--- src/rtl/knap_search.sv ---
// Exhaustive 0/1 knapsack search over five fixed items: walks all 32 subsets once,
// keeping the most valuable feasible subset and counting feasible subsets above a value threshold.
//   state | meaning
//   IDLE  | waiting for start after reset
//   RUN   | enumerating candidates 0..31, one per enabled cycle
//   DONE  | results valid and held until the next start
module knap_search #(
  parameter int MIN_VALUE  = 15,
  parameter int MAX_WEIGHT = 16
) (
  input  logic       clk,
  input  logic       rst,
  input  logic       start,
  input  logic       en,
  output logic       busy,
  output logic       done,
  output logic [4:0] cand,
  output logic [4:0] best_set,
  output logic [6:0] best_value,
  output logic [6:0] best_weight,
  output logic [5:0] match_count
);

  typedef enum logic [1:0] {
    IDLE = 2'd0,
    RUN  = 2'd1,
    DONE = 2'd2
  } state_t;

  localparam logic [6:0] MIN_V = 7'(MIN_VALUE);
  localparam logic [6:0] MAX_W = 7'(MAX_WEIGHT);

  state_t     state;
  logic [6:0] cand_value;
  logic [6:0] cand_weight;
  logic       feasible;

  // Item table: bit0=A(4,12) bit1=B(2,1) bit2=C(2,2) bit3=D(1,1) bit4=E(10,4)
  always_comb begin
    cand_value  = 7'd0;
    cand_weight = 7'd0;
    if (cand[0]) begin
      cand_value  = cand_value + 7'd4;
      cand_weight = cand_weight + 7'd12;
    end
    if (cand[1]) begin
      cand_value  = cand_value + 7'd2;
      cand_weight = cand_weight + 7'd1;
    end
    if (cand[2]) begin
      cand_value  = cand_value + 7'd2;
      cand_weight = cand_weight + 7'd2;
    end
    if (cand[3]) begin
      cand_value  = cand_value + 7'd1;
      cand_weight = cand_weight + 7'd1;
    end
    if (cand[4]) begin
      cand_value  = cand_value + 7'd10;
      cand_weight = cand_weight + 7'd4;
    end
    feasible = (cand_weight <= MAX_W);
  end

  always_ff @(posedge clk) begin
    if (rst) begin
      state       <= IDLE;
      busy        <= 1'b0;
      done        <= 1'b0;
      cand        <= 5'd0;
      best_set    <= 5'd0;
      best_value  <= 7'd0;
      best_weight <= 7'd0;
      match_count <= 6'd0;
    end else begin
      case (state)
        IDLE, DONE: begin
          if (start) begin
            state       <= RUN;
            busy        <= 1'b1;
            done        <= 1'b0;
            cand        <= 5'd0;
            best_set    <= 5'd0;
            best_value  <= 7'd0;
            best_weight <= 7'd0;
            match_count <= 6'd0;
          end
        end
        RUN: begin
          if (en) begin
            // Strict greater-than keeps the lower-index subset on a tie
            if (feasible && (cand_value > best_value)) begin
              best_set    <= cand;
              best_value  <= cand_value;
              best_weight <= cand_weight;
            end
            if (feasible && (cand_value > MIN_V))
              match_count <= match_count + 6'd1;
            if (cand == 5'd31) begin
              state <= DONE;
              busy  <= 1'b0;
              done  <= 1'b1;
            end else begin
              cand <= cand + 5'd1;
            end
          end
        end
        default: begin
          state <= IDLE;
          busy  <= 1'b0;
          done  <= 1'b0;
        end
      endcase
    end
  end

endmodule

--- config.mk ---
export PLATFORM = sky130hd
export DESIGN_NAME = knap_search
export DESIGN_NICKNAME = d
export VERILOG_FILES = /design/src/rtl/knap_search.sv
export SDC_FILE = /design/constraint.sdc
export NUM_CORES = 1
export LEC_CHECK = 0
export ABC_AREA = 0
export CORE_MARGIN = 10
export CORE_UTILIZATION = 40
export CTS_CLUSTER_SIZE = 40
export DETAILED_ROUTE_END_ITERATION = 7
export GPL_TIMING_DRIVEN = 0
export PLACE_DENSITY = 0.64
export SYNTH_ARGS = -nofsm -noshare
export SYNTH_HDL_FRONTEND = slang
export SYNTH_SLANG_ARGS = --single-unit
--- constraint.sdc ---
create_clock -name clk -period 6.5 [get_ports clk]
set_input_delay 0.65 -clock clk [delete_from_list [all_inputs] [get_ports clk]]
set_output_delay 0.65 -clock clk [all_outputs]
set_load 0.1 [all_outputs]
==> results of run 1 <==
power by group through the flow:
stage	Sequential, mW	Clock, mW	Combinational (mW)
6_report	0.182	0.144	0.0541
5_1_grt	0.182	0.156	0.0584
4_1_cts	0.182	0.148	0.0543
3_5_place_dp	0.186	0	0.0543
3_3_place_gp	0.186	0	0.0540
2_1_floorplan	0.195	0	0.0330
critical path, delay by kind of cell, from the launching register on:
| kind | cells | cell delay [ns] |
|---|---|---|
| simple gates | 2 | 0.30 |
| mux | 2 | 0.50 |
| fa+ha+maj | 3 | 0.78 |
| buf+inv | 1 | 0.19 |
| xor+xnor | 1 | 0.20 |
| compound gates | 2 | 0.56 |
| flops | 1 | 0.54 |
area by class of cell:
cell class,count,area share [%]
Clock buffer,6,3.27
Buffer,12,3.44
Multi-Input combinational cell,150,48.3
Sequential cell,29,26.2
Clock inverter,2,0.451
Inverter,7,1.18
Timing Repair Buffer,32,14.4
Tap cell,50,2.82
state kept, by name, summed over array words and instances, names as in the netlist:
name / flops
busy: 1
cand: 5
best_weight: 6
best_set: 5
best_value: 4
match_count: 6
state: 2
per-layer routing:
layer	wire (um)	GRT usage (%)	up-vias
met5	0	0	-
met4	62	4.49	0
met3	301	4.82	5
met2	1750	16.6	25
met1	1850	13.6	661
li1	-	-	756
synthesized netlist by cell type (2+ instances only):
library cell   n
mux2_2         3
inv_1          7
dfxtp_1       29
xor2_1         2
nand2b_1       5
clkbuf_1       5
ha_1          14
a21o_1         3
a22o_1         2
nand4_1        4
nor2_1        10
and2_1         4
nor2b_1        4
mux2i_1       20
buf_6          2
nor3_1         5
a21oi_1        4
buf_4          4
a31oi_1        3
and3_1         4
or3_1          5
a22oi_1        4
xnor2_1        2
nand2_1       39
stage by stage:
step                      setup WS, ns  instance area (um2)  util [%]
after detailed placement          3.35                 2140      51.9
after global placement            3.35                 2140      51.9
after CTS                         3.31                 2220      53.9
after floorplan                   2.89                 1750         -
final                             3.35                 2220      53.9
after global routing              3.14                 2220      53.9
logic make-up (layout without fill, tap and decap cells):
family          Yosys count  in the layout  synth area share [%]
mux                      24             24                  14.3
other cells               1              3                 0.215
fa+ha+maj                14             14                  10.0
flops                    29             29                  33.2
compound gates           21             21                  10.2
buf+inv                  19             59                  5.87
xor+xnor                  5              5                  2.94
simple gates             83             83                  23.2
how the worst max path moves through the flow:
| stage | start | cells after the start | slack, ns | to |
|---|---|---|---|---|
| floorplan | cand[1] | 10 | 2.89 | best_set[0] |
| global placement | cand[0] | 11 | 3.35 | best_value[4] |
| detailed placement | cand[0] | 11 | 3.35 | best_value[1] |
| CTS | cand[0] | 11 | 3.31 | best_value[1] |
| global route | cand[0] | 11 | 3.14 | best_set[0] |
| finish | cand[0] | 11 | 3.35 | best_value[1] |
==> results.toml, run 1 <==
[yosys]
syn_area_um2 = 1750
syn_inst = 196
synth-async-reset-ratio_pct = 0
synthFlopType = "dfxtp_1"
avgSynthCellArea_um2 = 8.91
ys_seq_area_share_pct = 33.2
yosys_register_bits = 29
yosys_warnings = 0
synth_area_leaders = "dfxtp_1 33%, mux2i_1 11%, ha_1 10%, nand2_1 8.4%, nor2_1 2.1%"
post-synth-top-area-cell = "dfxtp_1"
synth_edf_count = 0
synthDistinctLibCells = 36
yosysTopAreaCellShare_pct = 33.2

[drt]
drt_first_iter_violations = 65
drc_errors = 0
wl_per_cell_um = 13.7
wirelength_mm = 3.96
dr.pass1.iters = 4
vias = 1447
viasPerCell = 5.02
detail-route-antenna-nets = 0

[sta]
hold_slack_ns = 0.458
hold_viol_final = 0
finalSetupViolations = 0
rsz0062_at_grt = "no"
fin_tns_setup_ns = 0
period_needed_ns = 3.15
worst_clock_skew_ns = 0.00916
max_freq_ghz = 0.317
maxSlewViolCount = 0
relSlewSlack_pct = 34.0
worstMarginPinSlew_ns = 0.986
post-route-period-util_pct = 48.5

[pwr]
p_leak_nw = 0.958
powerDensity_nw_per_um2 = 171
sw_frac_of_total_pct = 29.0
p_sw_mw = 0.110
clkPwrFrac_pct = 37.8
finalPower_mw = 0.380
p_int_mw = 0.269
p_comb_share_pct = 14.2
worst_ir_drop_vdd_v = 0.0000933
seqPwrFrac_pct = 47.9

[global_routing]
grt_overflow = 0
antenna_found_initial = 0
grt_max_degree = 11
grt.total_usage_pct = 11.1
grt_pass1_wl_mm = 6.82
grt_pass1_vias = 1459

[setup_path]
path_cells = "ha_1 -> mux2_2 -> ha_1 -> nand2b_1 -> xnor2_1 -> ha_1 -> a21o_1 -> a221o_1 -> nand4_4 -> buf_6 -> mux2i_1"
reg2reg_slack_ns = 3.35
rr_worst_depth = 11
critical_path_required_ns = 6.71
worstPathArrival_ns = 3.36
slowest_delay_ns = 0.54
r2r-end = "best_value[1]"
crit_path_end_kind = "flip-flop"
critical_path_class = "reg2reg"
r2r_start = "cand[0]"
crit_top_cell = "ha_1"
critPathSlowestCell = "dfxtp_1"
critPathLaunchType = "flip-flop"
cp_max_fo = 10

[floorplan]
dieHeight_um = 86.1
core_um2 = 4120
ios = 36
die_area_um2 = 7410
die_x_um = 86.1
start_util_pct = 42.4
rows = 23

[place]
gp_congestion = 0.799
dp.cells = 280
place_hpwl_mm = 3.02
port-buffer-count = 32

[final_layout]
fin_cells = 288
mostFrequentLayoutCells = "39 x nand2_1, 32 x clkdlybuf4s50_1, 29 x dfxtp_1"
regArea_um2 = 581
drive_gt1_share_pct = 9.24
n_antenna_cell = 0
n_fill_cell = 421
final_common_cell = "nand2_1"
areaGrowthSynthToFinish_pct = 27.1
nNetsFinal = 255
multi_input_area_um2 = 1070

[clock_tree]
clock-sinks = 29
cts-root-buf = "clkbuf_8"
clock_latency_ns = 0.28
htree_levels = 2
post-cts-setup-buffers = 0
cts_max_path_buffers = 2
cts_buffers = 5
cts_tree = "yes"
cts_resized = 0
clk_pin_slew_ns = 0.07
cts_hold_buffers = 0

[hold_path]
hp-start = "best_set[4]"
hold_end = "best_set[4]"
hold_path_depth = 2
hp-class = "reg2reg"

[run]
cap_violations = 0

[run_status]
status = "complete, no violations"
Note: power is estimated with default switching activity, not from simulation.
==> run 2: changes to the inputs <==
- PLACE_DENSITY: 0.64 -> 0.66
- clock period: 6.5 -> 2.8 ns (I/O delays scaled with it)
==> run 2 against run 1 <==
  * Die area unchanged
  * Global-route usage about the same
  * Largest power group is now clock
  * Clock power increased to 3.3 times the previous value
  * Total power increased to 2.7 times the previous value
  * Clock skew decreased by 0.0044 ns
  * Critical path type unchanged
  * Final area increased by 7.3%
  * Final cell count increased by 1.4%
  * Critical endpoint is now best_value[4]
==> results.toml, run 2 (synthesized netlist as in run 1, its figures left out) <==
[global_routing]
grt_pass1_vias = 1453
grt.total_usage_pct = 11.1
grt_max_degree = 11
grt_overflow = 0
grt_pass1_wl_mm = 6.89
antenna_found_initial = 0

[pwr]
p_leak_nw = 1.01
p_comb_share_pct = 13.0
seqPwrFrac_pct = 40.5
p_int_mw = 0.774
finalPower_mw = 1.03
powerDensity_nw_per_um2 = 434
sw_frac_of_total_pct = 25.1
worst_ir_drop_vdd_v = 0.000255
p_sw_mw = 0.260
clkPwrFrac_pct = 46.5

[sta]
worstMarginPinSlew_ns = 0.981
finalSetupViolations = 0
hold_slack_ns = 0.460
rsz0062_at_grt = "no"
max_freq_ghz = 0.370
hold_viol_final = 0
maxSlewViolCount = 0
worst_slack_ns = 0.0974
relSlewSlack_pct = 34.4
worst_clock_skew_ns = 0.00475
period_needed_ns = 2.70
post-route-period-util_pct = 96.5
fin_tns_setup_ns = 0

[place]
place_hpwl_mm = 2.99
place_ws_ns = -0.0144
port-buffer-count = 32
dp.cells = 280
gp_congestion = 0.795

[clock_tree]
cts_buffers = 5
clk_pin_slew_ns = 0.07
cts-root-buf = "clkbuf_8"
cts_hold_buffers = 0
cts_tree = "yes"
cts_max_path_buffers = 2
htree_levels = 2
clock-sinks = 29
clock_latency_ns = 0.28

[floorplan]
dieHeight_um = 86.1
ios = 36
start_util_pct = 42.4
die_area_um2 = 7410
rows = 23
die_x_um = 86.1
core_um2 = 4120

[setup_path]
worstPathArrival_ns = 2.90
critical_path_class = "reg2reg"
crit_path_end_kind = "flip-flop"
critPathLaunchType = "flip-flop"
reg2reg_slack_ns = 0.1
cp_max_fo = 10
critical_path_required_ns = 3.00

[final_layout]
multi_input_area_um2 = 1130
nNetsFinal = 259
largestRegisters = "best_weight x6, match_count x6"
n_fill_cell = 391
n_antenna_cell = 0
drive_gt1_share_pct = 16.1
fin_cells = 292
areaGrowthSynthToFinish_pct = 36.3
final_common_cell = "nand2_1"
regArea_um2 = 594
mostFrequentLayoutCells = "39 x nand2_1, 32 x clkdlybuf4s50_1, 24 x dfxtp_1"

[drt]
wirelength_mm = 3.90
wl_per_cell_um = 13.4
drc_errors = 0
viasPerCell = 5.01
vias = 1463
drt_first_iter_violations = 79
dr.pass1.iters = 4
detail-route-antenna-nets = 0

[hold_path]
hp-class = "reg2reg"

[run]
cap_violations = 0

[run_status]
status = "complete, no violations"
[run 2: timing repair]
action,4_1_cts,5_1_grt
gates resized for setup,1,2
endpoints found under the setup margin,2,11
buffers inserted,3,1
pin swaps,0,4
[run 2: final cells by class]
type	count	share of cell area, %
tap	50	2.63
timing repair buffer	36	14.7
clock inverter	2	1.47
sequential	29	25.0
inverter	7	1.10
multi-input combinational	150	47.6
buffer	12	3.57
clock buffer	6	3.94
[run 2: power groups by stage]
stage               sequential (mW)  combinational [mW]  clock (mW)
floorplan                     0.451              0.0804           0
global placement              0.430               0.129           0
detailed placement            0.430               0.130           0
CTS                           0.418               0.135       0.494
global route                  0.419               0.146       0.518
finish                        0.418               0.135       0.481
[run 2: per-layer routing]
| layer | up-vias | share of wire, % | GRT usage, % |
|---|---|---|---|
| met3 | 2 | 7.4 | 4.54 |
| met4 | 0 | 0.74 | 4.04 |
| met1 | 663 | 47 | 12.9 |
| met5 | - | 0 | 0 |
| li1 | 766 | - | - |
| met2 | 32 | 45 | 17.9 |
[run 2: worst paths after layout]
path | startpoint | endpoint | depth (start not counted)
setup / recovery | cand[1] | best_value[4] | 11
hold reg to reg | best_set[4] | best_set[4] | 2
hold / removal | best_set[4] | best_set[4] | 2
setup reg to reg | cand[1] | best_value[4] | 11
[run 2: through the flow]
stage                     util [%]  area [um2]
after detailed placement      53.8        2210
after global routing          57.9        2380
after global placement        53.8        2210
after floorplan                  -        1830
after CTS                     57.6        2370
final                         57.9        2380
[run 2: worst max-delay path, stage by stage (launching register included)]
cell	delay, ns
dfxtp_4	0.36
ha_4	0.23
mux2_4	0.28
ha_4	0.15
nand2b_4	0.13
xnor2_2	0.14
ha_1	0.29
and3_4	0.19
a221o_1	0.35
nand4_4	0.11
buf_12	0.15
mux2i_2	0.22
==> run 3: changes to the inputs <==
- PLACE_DENSITY: 0.66 -> 0.64
- clock period: 2.8 -> 3.1 ns (I/O delays scaled with it)
==> run 3 against run 2 <==
  * Clock power decreased by 36%
  * Die area unchanged
  * Sequential share of layout area increased by 1.1 points
  * Global-route usage decreased by 0.55 points
  * Critical path type unchanged
  * Final cell count decreased by 1.0%
  * Register-to-register slack improved by 0.06 ns
  * Fmax decreased by 8.2%
  * Sequential cell count unchanged
  * Sequential power decreased by 8.9%
  * Routed wire length decreased by 0.72%
  * Critical path depth unchanged
  * Non-clock buffer count decreased by 2
==> results.toml, run 3 (synthesized netlist as in run 1, its figures left out) <==
[sta]
maxSlewViolCount = 0
worstMarginPinSlew_ns = 0.975
finalSetupViolations = 0
worst_clock_skew_ns = 0.00576
relSlewSlack_pct = 34.8
fin_tns_setup_ns = 0
max_freq_ghz = 0.340
hold_slack_ns = 0.460
hold_viol_final = 0
post-route-period-util_pct = 94.9
period_needed_ns = 2.94

[setup_path]
critPathSlowestCell = "dfxtp_4"
crit_top_cell = "ha_1"
cp_max_fo = 10
critPathLaunchType = "flip-flop"
worstPathArrival_ns = 3.15
critical_path_required_ns = 3.30
crit_path_end_kind = "flip-flop"
slowest_delay_ns = 0.38
critical_path_class = "reg2reg"
path_cells = "ha_1 -> mux2_2 -> ha_1 -> nand2b_1 -> xnor2_2 -> ha_1 -> a21o_1 -> a221o_1 -> nand4_4 -> buf_12 -> mux2i_1"

[drt]
vias = 1433
met2_length_mm = 1.71
viasPerCell = 4.96
wirelength_mm = 3.87
drt_first_iter_violations = 82
drc_errors = 0
wl_met3_um = 280
dr.pass1.iters = 4
top_layer = "met4"
wl_met1_mm = 1.81
wl_per_cell_um = 13.4
detail-route-antenna-nets = 0

[clock_tree]
htree_levels = 2
cts_hold_buffers = 0
clock_latency_ns = 0.28
cts_tree = "yes"
cts_max_path_buffers = 2
cts_buffers = 5
clock-sinks = 29
clk_pin_slew_ns = 0.06
cts-root-buf = "clkbuf_8"

[final_layout]
nNetsFinal = 257
largestRegisters = "best_weight x6, match_count x6"
mostFrequentLayoutCells = "39 x nand2_1, 32 x clkdlybuf4s50_1, 26 x dfxtp_1"
areaGrowthSynthToFinish_pct = 29.6
drive_gt1_share_pct = 11.3
final_common_cell = "nand2_1"
n_antenna_cell = 0

[pwr]
powerDensity_nw_per_um2 = 356
worst_ir_drop_vdd_v = 0.000180
p_leak_nw = 0.982

[place]
port-buffer-count = 32
place_hpwl_mm = 2.97
gp_congestion = 0.826

[floorplan]
die_x_um = 86.1
ios = 36
rows = 23
die_area_um2 = 7410
core_um2 = 4120
dieHeight_um = 86.1
start_util_pct = 42.4

[run_status]
status = "complete, no violations"

[global_routing]
grt_overflow = 0
grt.total_usage_pct = 10.6
grt_pass1_vias = 1375
antenna_found_initial = 0
grt_max_degree = 11
grt_pass1_wl_mm = 6.49

[hold_path]
hp-class = "reg2reg"

[run]
cap_violations = 0
[run 3: cell types whose count changed in the layout (fill, tap and decap cells not counted), moves of 2 or more]
cell,change
buf_4,-2
dfxtp_1,+2
ha_4,-2
ha_1,+2
mux2_2,+2
mux2_4,-2
[run 3: area by class of cell]
cell class | count | area, um2
multi-input combinational | 150 | 1080
fill | 400 | 1850
tap | 50 | 62.6
clock buffer | 7 | 86.3
buffer | 12 | 85.1
timing repair buffer | 34 | 335
inverter | 7 | 26.3
sequential | 29 | 589
[run 3: critical path: cells and delay by family, from the launching register on]
kind            cells  cell delay (ns)
fa+ha+maj           3             0.79
simple gates        2             0.34
mux                 2             0.49
compound gates      2             0.57
flops               1             0.38
buf+inv             1             0.16
xor+xnor            1             0.16
[run 3: per-stage QoR]
step                instances  utilization (%)  total power, mW  worst slack, ns  area, um2
global route              289             55.0            0.841         -0.00199       2260
global placement          280             52.1            0.502            0.118       2150
detailed placement        280             52.1            0.502            0.111       2150
floorplan                 198                -            0.477           0.0802       1760
finish                    289             55.0            0.806            0.157       2260
CTS                       287             54.2            0.814           0.0886       2230
[run 3: final timing paths]
| check | slack, ns | startpoint | to | cells after the start |
|---|---|---|---|---|
| setup / recovery | 0.16 | cand[0] | best_value[1] | 11 |
| setup reg to reg | 0.16 | cand[0] | best_value[1] | 11 |
| hold / removal | 0.46 | best_set[4] | best_set[4] | 2 |
| hold reg to reg | 0.46 | best_set[4] | best_set[4] | 2 |
[run 3: layer usage]
layer,up-vias,GRT usage [%]
li1,759,-
met1,642,12.7
met2,26,15.9
met3,6,4.73
met4,0,4.49
met5,-,0
[run 3: what timing repair did]
action	CTS	global route
endpoints found under the setup margin	0	9
setup buffers	0	2
gates resized for setup	0	3
[run 3: power by group]
group	switching, mW	leakage (nW)	total [mW]	internal (mW)
clock	0.134	0.0443	0.310	0.176
sequential	0.00499	0.236	0.381	0.376
combinational	0.0805	0.701	0.116	0.0352
total	0.220	0.982	0.806	0.586
